===== src/rtl/uart_word_tx.sv =====
// Serialises a WORD_BYTES-wide word as back-to-back 8N1 UART frames, most significant byte first.
// The baud rate is latched when the word is accepted and held until the word has been sent.
//
// state | meaning
// IDLE  | line high, ready for a word (also the done cycle)
// START | start bit (line low) for the current byte
// DATA  | eight data bits, LSB first
// STOP  | stop bit (line high); then the next byte or IDLE
module uart_word_tx #(
    parameter int SYS_CLK_FREQ = 100_000_000,
    parameter int WORD_BYTES   = 4
) (
    input  logic                    sys_clk,
    input  logic                    rst,
    input  logic [1:0]              sel_baud,
    input  logic [8*WORD_BYTES-1:0] in_data,
    input  logic                    in_valid,
    output logic                    in_ready,
    output logic                    tx_data,
    output logic                    tx_status,
    output logic                    done
);
    localparam int W      = 8 * WORD_BYTES;
    localparam int DIV0   = SYS_CLK_FREQ / 4800;
    localparam int DIV1   = SYS_CLK_FREQ / 9600;
    localparam int DIV2   = SYS_CLK_FREQ / 19200;
    localparam int DIV3   = SYS_CLK_FREQ / 38400;
    localparam int CNT_W  = $clog2(DIV0 + 1);
    localparam int BYTE_W = (WORD_BYTES > 1) ? $clog2(WORD_BYTES) : 1;
    localparam logic [BYTE_W-1:0] LAST_BYTE = BYTE_W'(WORD_BYTES - 1);

    typedef enum logic [1:0] {IDLE, START, DATA, STOP} state_t;

    state_t            state, state_nxt;
    logic [CNT_W-1:0]  cnt, cnt_nxt;
    logic [CNT_W-1:0]  div_q, div_nxt;
    logic [CNT_W-1:0]  div_sel;
    logic [2:0]        bit_idx, bit_nxt;
    logic [BYTE_W-1:0] byte_idx, byte_nxt;
    logic [W-1:0]      shreg, shreg_nxt;
    logic [7:0]        cur_byte;
    logic              tx_nxt, done_nxt, tick;

    always_comb begin
        case (sel_baud)
            2'd0:    div_sel = CNT_W'(DIV0);
            2'd1:    div_sel = CNT_W'(DIV1);
            2'd2:    div_sel = CNT_W'(DIV2);
            default: div_sel = CNT_W'(DIV3);
        endcase
    end

    assign cur_byte  = shreg[W-1 -: 8];
    assign tick      = (cnt == '0);
    assign in_ready  = (state == IDLE);
    assign tx_status = (state != IDLE);

    always_comb begin
        state_nxt = state;
        cnt_nxt   = cnt;
        div_nxt   = div_q;
        bit_nxt   = bit_idx;
        byte_nxt  = byte_idx;
        shreg_nxt = shreg;
        tx_nxt    = tx_data;
        done_nxt  = 1'b0;
        case (state)
            IDLE: begin
                tx_nxt = 1'b1;
                if (in_valid) begin
                    state_nxt = START;
                    shreg_nxt = in_data;
                    div_nxt   = div_sel;
                    cnt_nxt   = div_sel - 1'b1;
                    bit_nxt   = '0;
                    byte_nxt  = '0;
                    tx_nxt    = 1'b0;
                end
            end
            START: begin
                if (tick) begin
                    state_nxt = DATA;
                    cnt_nxt   = div_q - 1'b1;
                    bit_nxt   = '0;
                    tx_nxt    = cur_byte[0];
                end else begin
                    cnt_nxt = cnt - 1'b1;
                end
            end
            DATA: begin
                if (tick) begin
                    cnt_nxt = div_q - 1'b1;
                    if (bit_idx == 3'd7) begin
                        state_nxt = STOP;
                        tx_nxt    = 1'b1;
                    end else begin
                        bit_nxt = bit_idx + 3'd1;
                        tx_nxt  = cur_byte[bit_idx + 3'd1];
                    end
                end else begin
                    cnt_nxt = cnt - 1'b1;
                end
            end
            STOP: begin
                if (tick) begin
                    cnt_nxt = div_q - 1'b1;
                    if (byte_idx == LAST_BYTE) begin
                        state_nxt = IDLE;
                        done_nxt  = 1'b1;
                        tx_nxt    = 1'b1;
                    end else begin
                        // next start bit follows the stop bit with no idle gap
                        state_nxt = START;
                        byte_nxt  = byte_idx + 1'b1;
                        shreg_nxt = shreg << 8;
                        tx_nxt    = 1'b0;
                    end
                end else begin
                    cnt_nxt = cnt - 1'b1;
                end
            end
            default: begin
                state_nxt = IDLE;
                tx_nxt    = 1'b1;
            end
        endcase
    end

    always_ff @(posedge sys_clk) begin
        if (!rst) begin
            state    <= IDLE;
            cnt      <= '0;
            div_q    <= '0;
            bit_idx  <= '0;
            byte_idx <= '0;
            shreg    <= '0;
            tx_data  <= 1'b1;
            done     <= 1'b0;
        end else begin
            state    <= state_nxt;
            cnt      <= cnt_nxt;
            div_q    <= div_nxt;
            bit_idx  <= bit_nxt;
            byte_idx <= byte_nxt;
            shreg    <= shreg_nxt;
            tx_data  <= tx_nxt;
            done     <= done_nxt;
        end
    end
endmodule


===== config.mk =====
export PLATFORM = sky130hd
export DESIGN_NAME = uart_word_tx
export DESIGN_NICKNAME = d
export VERILOG_FILES = /design/src/rtl/uart_word_tx.sv
export SDC_FILE = /design/constraint.sdc
export NUM_CORES = 1
export LEC_CHECK = 0
export ABC_AREA = 1
export ABC_CLOCK_PERIOD_IN_PS = 2290
export CAP_MARGIN = 20
export CORE_MARGIN = 5
export CORE_UTILIZATION = 45
export CTS_CLUSTER_SIZE = 8
export DETAILED_ROUTE_END_ITERATION = 6
export DONT_BUFFER_PORTS = 1
export GPL_TIMING_DRIVEN = 0
export MAX_ROUTING_LAYER = met4
export SYNTH_ARGS = -nofsm -noshare
export SYNTH_HDL_FRONTEND = slang
export SYNTH_SLANG_ARGS = --single-unit

===== constraint.sdc =====
create_clock -name sys_clk -period 2.29 [get_ports sys_clk]
set_input_delay 0.458 -clock sys_clk [delete_from_list [all_inputs] [get_ports sys_clk]]
set_output_delay 0.458 -clock sys_clk [all_outputs]
set_load 0.05 [all_outputs]

==> impl_metrics.csv <==
group,metric,value,unit
power,clkPwrFrac,18.4,%
routing,dr.pass1.iters,4,
min_path,hp-class,"in2reg",
synthesis,synth_cell_type_count,32,
routing,drt-total-wl,9680,µm
power,switchingPower,2.99,mW
cts,cts_buffers,9,
routing,drtAntennaViolNets,0,
floorplanning,io_pins,41,
floorplanning,dieWidth,99.7,µm
cts,clock-root-buffer,"clkbuf_8",
sta,relSlewSlack,57.6,%
place,dp_hpwl,7290,µm
critical_path,worstPathArrival,2.38,ns
cts,htreeDepth,3,
cts,cts_buffer_depth,2,
floorplanning,fp-row-count,32,
cts,cts_hold_buf,0,
critical_path,path_cells,"inv_2, ha_4, inv_4, buf_6, buf_6, nand2_1, nand2_2, inv_2, ha_4, nand3_4, inv_1, nand3_1, nand2_1, nand3_1, nand2_1, inv_1",
sta,worstMarginPinSlew,0.636,ns
global_routing,grt_antenna_before_repair,0,
routing,vias,3464,
critical_path,path_class,"reg2reg",
critical_path,crit_family,"buffers and inverters",
sta,final.setup_skew,0.0111,ns
synthesis,async_flop_share,0,%
global_routing,gr-total-overflow,0,
power,ir_worst_vdd,0.000883,V
cts,cts_sinks,65,
cells_and_area,final_cell_mix,"nand2_1 (146), inv_1 (64), dfxtp_1 (63), o21ai_0 (51), a21oi_1 (40)",
power,pwr-share-seq,28.3,%
sta,holdWs,0.212,ns
power,leakagePower,1.91,nW
synthesis,synth_area,3620,µm²
critical_path,required,2.53,ns
synthesis,yosysSeqAreaShare,36.0,%
floorplanning,core,7770,µm²
critical_path,critPathCaptureType,"flip-flop",
routing,drc,0,
critical_path,regToRegSetupSlack,0.15,ns
floorplanning,initial_core_util,46.6,%
critical_path,crit_path_start_kind,"flip-flop",
critical_path,crit_top_cell,"nand2_1",
cells_and_area,final_layout_size_suffix_gt1_share,9.22,%
synthesis,synth_edf_count,0,
cts,cts_tree,"built",
floorplanning,floorplan.die_area,9930,µm²
synthesis,avgSynthCellArea,6.64,µm²
cells_and_area,fin_util,52.6,%
routing,wl_per_cell,14.5,µm
global_routing,grt_start_max_net_pins,13,
routing,drt_iter0_drc,191,
place,io_buffers,0,
cells_and_area,antennaDiodeCount,0,
sta,hold_viol_final,0,
critical_path,path_buf_inv,7,
global_routing,grt_pass1_vias,3098,
sta,drv_slew,0,
floorplanning,die_h,99.7,µm
outcome,status,"complete, no violations",
cts,clk_latency,0.35,ns
sta,setup_tns,0,ns
global_routing,grt_pass1_wl,15600,µm
critical_path,slowest_delay,0.36,ns
synthesis,synth_ff_type,"dfxtp_1",
cells_and_area,fin_nets,610,
place,place_congestion,0.932,
sta,post-route-period-util,93.4,%
critical_path,slowest_stage,"dfxtp_4",
synthesis,postSynthCellCount,545,
critical_path,crit_fanout,10,
cts,clk_pin_slew,0.08,ns
synthesis,ys_warn_count,0,
power,finalPower,6.32,mW
run,maxCapViolations,0,
synthesis,syn_nets,596,
global_routing,grt_util_all_layers,20.4,%
power,swShare,47.4,%
sta,setup_viol_count_final,0,
sta,clock.fmax,468,MHz
power,power_density,1550,nW/µm²
power,intPower,3.32,mW
cells_and_area,final_common_cell,"nand2_1",
power,combPwrFrac,53.3,%
synthesis,synth-seq-cells,65,
cells_and_area,synthToLayoutAreaGrowth,13.0,%
routing,post_drt_via_cell_ratio,5.20,
sta,fin_crit,2.14,ns
worst paths after layout:
| kind | start | endpoint | cells past startpoint |
|---|---|---|---|
| setup / recovery | state[0] | cnt[12] | 16 |
| hold / removal | in_valid | div_q[13] | 1 |
| setup reg to reg | state[0] | cnt[12] | 16 |
| hold reg to reg | shreg[20] | shreg[20] | 2 |
through the flow:
stage	instance area (µm²)	setup slack, ns	instances
after floorplan	3620	0.00682	545
after CTS	4040	0.0135	663
after detailed placement	3750	-0.393	647
final	4090	0.151	666
after global placement	3750	-0.373	647
after global routing	4090	-0.00709	666
registers in the layout, indices dropped and copies added (netlist names):
signal,cells
byte_idx,2
done,1
div_q,9
cnt,15
tx_data,1
shreg,32
bit_idx,3
state,2
synthesized netlist by cell type (3+ instances only):
library cell | instances | area share, %
a211oi_1 | 4 | 0.83
a21oi_1 | 40 | 5.5
a31oi_1 | 19 | 3.3
buf_2 | 5 | 0.69
clkbuf_1 | 17 | 1.8
dfxtp_1 | 65 | 36
ha_1 | 14 | 4.8
inv_1 | 68 | 7.1
nand2_1 | 147 | 15
nand3_1 | 37 | 5.1
nor2_1 | 37 | 3.8
nor2_2 | 3 | 0.52
o211ai_1 | 3 | 0.62
o21ai_0 | 51 | 7.1
o21ai_1 | 11 | 1.5
metal layers:
layer / global-route usage [%] / up-vias / wire length (µm)
met4: 5.04 / 0 / 25
met1: 30.6 / 1564 / 4940
met3: 3.65 / 2 / 603
met2: 28.2 / 83 / 4110
met5: - / - / 0
li1: - / 1815 / -
worst register-to-register path: stages (launching register included):
cell	delay, ns
dfxtp_4	0.36
inv_2	0.08
ha_4	0.27
inv_4	0.06
buf_6	0.14
buf_6	0.15
nand2_1	0.08
nand2_2	0.08
inv_2	0.10
ha_4	0.15
nand3_4	0.12
inv_1	0.14
nand3_1	0.08
nand2_1	0.06
nand3_1	0.07
nand2_1	0.08
inv_1	0.03
power groups by stage:
stage / Clock, mW / Sequential [mW] / Combinational [mW]
CTS: 1.18 / 1.78 / 3.25
global route: 1.23 / 1.83 / 3.78
finish: 1.16 / 1.79 / 3.37
global placement: 0 / 1.79 / 3.08
detailed placement: 0 / 1.80 / 3.09
floorplan: 0 / 1.72 / 2.46
final cells by class:
| class | count | area, µm² |
|---|---|---|
| multi-input combinational | 387 | 2000 |
| tap | 102 | 128 |
| sequential | 65 | 1310 |
| inverter | 69 | 267 |
| clock buffer | 11 | 151 |
| clock inverter | 5 | 86.3 |
| timing repair buffer | 3 | 22.5 |
| fill | 824 | 3680 |
| buffer | 24 | 129 |
what timing repair did:
item / CTS / global route
setup buffers: 0 / 3
pin swaps: 3 / 3
resized for setup: 15 / 9
endpoints found under the setup margin: 45 / 29
cell families after synthesis:
family | count (synthesis) | share of synthesized area, %
flops | 65 | 36.0
fa+ha+maj | 14 | 4.84
xor+xnor | 1 | 0.242
buf+inv | 93 | 10.4
compound gates | 135 | 20.5
simple gates | 237 | 28.0
No activity file was read; power rests on OpenSTA's default activity.
==> edit 1, RTL diff (same settings) <==
Reset style: asynchronous (`rst`), changed in one clocked block.
--- a/src/rtl/uart_word_tx.sv
+++ b/src/rtl/uart_word_tx.sv
@@ -128,3 +128,3 @@
 
-    always_ff @(posedge sys_clk) begin
+    always_ff @(posedge sys_clk or negedge rst) begin
         if (!rst) begin
Formal check against the unedited RTL: differs if rst is asserted again (counterexample within 4 cycles, from zero or initial values and one cycle with rst low); with rst held inactive, the same outputs for 10 cycles.
==> edit 1 against the unedited design <==
  * Setup slack better by 0.012 ns
  * Sequential cell count unchanged
  * Wire length rose by 2.4%
  * Area after synthesis grew 8.2%
  * Final area rose by 8.2%
  * Critical path type unchanged
Power is not compared: it rests on default switching activity, and its combinational part moved more than twofold at a synthesized area within 25%.
==> edit 1: results (changes against the unedited design) <==
status complete, no violations; placed insts 654 (+1.1%); drt total wl 9910 microns (+2.4%); Distinct cells, synth 33 (+3.1%); Top Family by Delay on Critical Path simple AND/OR/NAND/NOR gates; GRT Util Overall 21.2% (+0.72 points); post-synthesis sequential area ratio 41.6% (+5.6 points); slowest CP cell dfrtp_1; crit path DAT 2.35 ns (-0.03 ns); Final Non-Filler Cells 683 (+2.6%); Async SR Flop Fraction 100% (+100 points); Max-slew headroom 65.6% (+7.9 points); 1st-iter DRT viols 139 (-27%); met3 usage 4.09% (+0.44 points); Hold Slack 0.244 ns (+0.0320 ns); hold buffer count at cts 2 (+2); pin count of the biggest net entering global routing 66 (+53); top_reg_cell synth dfrtp_1; detail-routed via count per cell 5.17 (-0.60%); Post-synth top cells nand2_1 (173), o21ai_0 (82), inv_1 (72); worst r2r path cells 13 (-3); wl on met1 4530 microns (-8.4%); Post-CTS Setup Bufs 3 (+3); top post-synthesis cells by area dfrtp_1 (41%), nand2_1 (17%), o21ai_0 (10%), inv_1 (6.9%), nand3_1 (5.1%); routing usage on met2 34.4% (+6.3 points); first-pass GRT wire length 17100 microns (+9.3%); worst setup path start state[1]
==> edit 1: changes by cell type after synthesis, sizes merged, moves of 6 or more <==
| cell | before | now |
|---|---|---|
| dfxtp | 65 | 0 |
| dfrtp | 0 | 64 |
| a31oi | 19 | 2 |
| a21oi | 41 | 10 |
| o21ai | 62 | 84 |
| inv | 68 | 74 |
| nand3 | 37 | 46 |
| nand2 | 150 | 180 |
==> edit 1: power by group through the flow <==
stage | sequential, mW | clock (mW) | combinational, mW
floorplan | 1.27 | 0 | 0.416
global placement | 1.29 | 0 | 0.514
detailed placement | 1.29 | 0 | 0.511
CTS | 1.26 | 0.927 | 0.553
global route | 1.27 | 0.982 | 0.663
finish | 1.26 | 0.902 | 0.571
==> edit 1: worst paths after layout <==
| kind | endpoint |
|---|---|
| min in group asynchronous | cnt[10] |
| worst min register to register | shreg[27] |
| max in group asynchronous | tx_data |
| worst max register to register | cnt[6] |
| worst max-delay path | cnt[6] |
| worst min-delay path | div_q[12] |
==> edit 1: area by class of cell <==
type | instances | area (sq um)
timing repair buffer | 13 | 120
tap | 108 | 135
fill | 886 | 4170
clock buffer | 9 | 124
sequential | 65 | 1630
clock inverter | 7 | 53.8
multi-input combinational | 387 | 1960
inverter | 74 | 280
buffer | 20 | 118
==> edit 1: cell families after synthesis <==
| group | count (synthesis) | synth area share (%) |
|---|---|---|
| xor gates and xnor gates | 1 | 0.224 |
| buffers and inverters | 94 | 9.65 |
| and+or+nand+nor | 273 | 31.2 |
| DFF | 65 | 41.6 |
| AOI/OAI and AO/OA | 100 | 13.2 |
| adders and majority gates | 13 | 4.15 |
==> edit 2, RTL diff (same flow settings) <==
Made on the original files. `WORD_BYTES`: 4 -> 2.
--- a/src/rtl/uart_word_tx.sv
+++ b/src/rtl/uart_word_tx.sv
@@ -10,3 +10,3 @@
     parameter int SYS_CLK_FREQ = 100_000_000,
-    parameter int WORD_BYTES   = 4
+    parameter int WORD_BYTES   = 2
 ) (
Ports: changed (resized in_data); port bits go from 41 to 25. The function was not compared with the original's and may differ.
==> edit 2 against the unedited design <==
  * Sequential cell count decreased by 17
  * Wire length down 18%
  * Setup slack lost 0.053 ns
  * Area after synthesis down 21%
  * Worst hold slack better by 0.040 ns
  * Final area fell by 18%
  * Fmax down 2.4%
  * Sequential power down 27%
  * First-iteration DRC count is 18% higher
  * Clock skew shrank 0.0045 ns
  * Power is 21% lower
  * Highest routed layer unchanged
==> edit 2: results (changes against the unedited design) <==
status complete, no violations; DP Area 2940 sq um (-21%); Syn Area/Cell 6.48 sq um (-2.3%); Max-slew headroom 61.4% (+3.8 points); Distinct cells, synth 34 (+6.3%); Peak VDD IR 0.870 mV (-1.4%); metal3 WL 407 microns (-33%); Util after Layout 53.4% (+0.76 points); R2R setup slack 0.1 ns (-0.05 ns); detail-routed via count per cell 5.30 (+1.8%); Lkg Pwr 1.56 nW (-18%); share of cells above drive strength 1 13.7% (+4.4 points); Reg2Reg Capture Point cnt[6]; wl on met1 4040 microns (-18%); via count 2849 (-18%); worst r2r path cells 13 (-3); post-synthesis sequential area ratio 33.8% (-2.1 points); fillers 648 (-21%); Largest regs shreg x16, cnt x15, div_q x9; clk_lat worst skew 0.31 ns (-0.04 ns); placed insts 515 (-20%); H-tree depth 2 (-1); 1st-iter DRT viols 226 (+18%); GPL Wtd Cong 0.961 (+3.2%); pin count of the biggest net entering global routing 16 (+3); wire length on met2 3340 microns (-19%)
==> edit 2: how the worst max path moves through the flow <==
stage	startpoint	end	slack (ns)
2_1_floorplan	state[0]	cnt[8]	0.03
3_3_place_gp	state[1]	shreg[15]	-0.34
3_5_place_dp	state[1]	shreg[15]	-0.37
4_1_cts	state[1]	cnt[6]	0.01
5_1_grt	state[0]	cnt[6]	-0.006
6_report	state[0]	cnt[6]	0.1
==> edit 2: worst max-delay path: stages (launching register included) <==
cell	delay, ns
dfxtp_4	0.37
inv_2	0.08
ha_4	0.27
buf_8	0.16
inv_4	0.07
clkbuf_16	0.19
nand2_4	0.09
ha_4	0.14
nand3_1	0.09
inv_1	0.10
nand3_1	0.13
xor2_1	0.19
o21bai_1	0.15
inv_1	0.05
==> edit 2: cell families after synthesis <==
logic type / count (synthesis) / share of synthesized area (%)
and+or+nand+nor: 215 / 32.1
AOI/OAI and AO/OA: 90 / 18.1
buffers and inverters: 70 / 9.78
DFF: 48 / 33.8
adders and majority gates: 12 / 5.29
xor gates and xnor gates: 3 / 0.925
==> edit 2: area by class of cell <==
cell class                 instances  share of cell area (%)
buffer                            12                    2.78
clock buffer                       6                    2.48
clock inverter                     2                    1.16
inverter                          58                    6.91
multi-input combinational        320                    50.8
sequential                        48                    29.1
tap                               77                    2.89
timing repair buffer              15                    3.91
==> edit 2: per-layer routing <==
metal  track usage (%)  vias to the layer above
met5                 -                        -
met4              6.22                        0
met3              3.87                       10
met1              33.1                     1306
met2              29.2                       69
li1                  -                     1464
==> edit 2: what timing repair did <==
action,in CTS,in global routing
setup buffers,1,13
gates resized for setup,17,25
setup endpoints to repair,29,19
gates cloned,0,1
pin swaps,2,7
==> edit 2: power breakdown <==
group	leakage, nW	switching [mW]	internal, mW
combinational	1.11	1.90	1.16
sequential	0.397	0.216	1.08
clock	0.0614	0.302	0.357
total	1.56	2.42	2.59
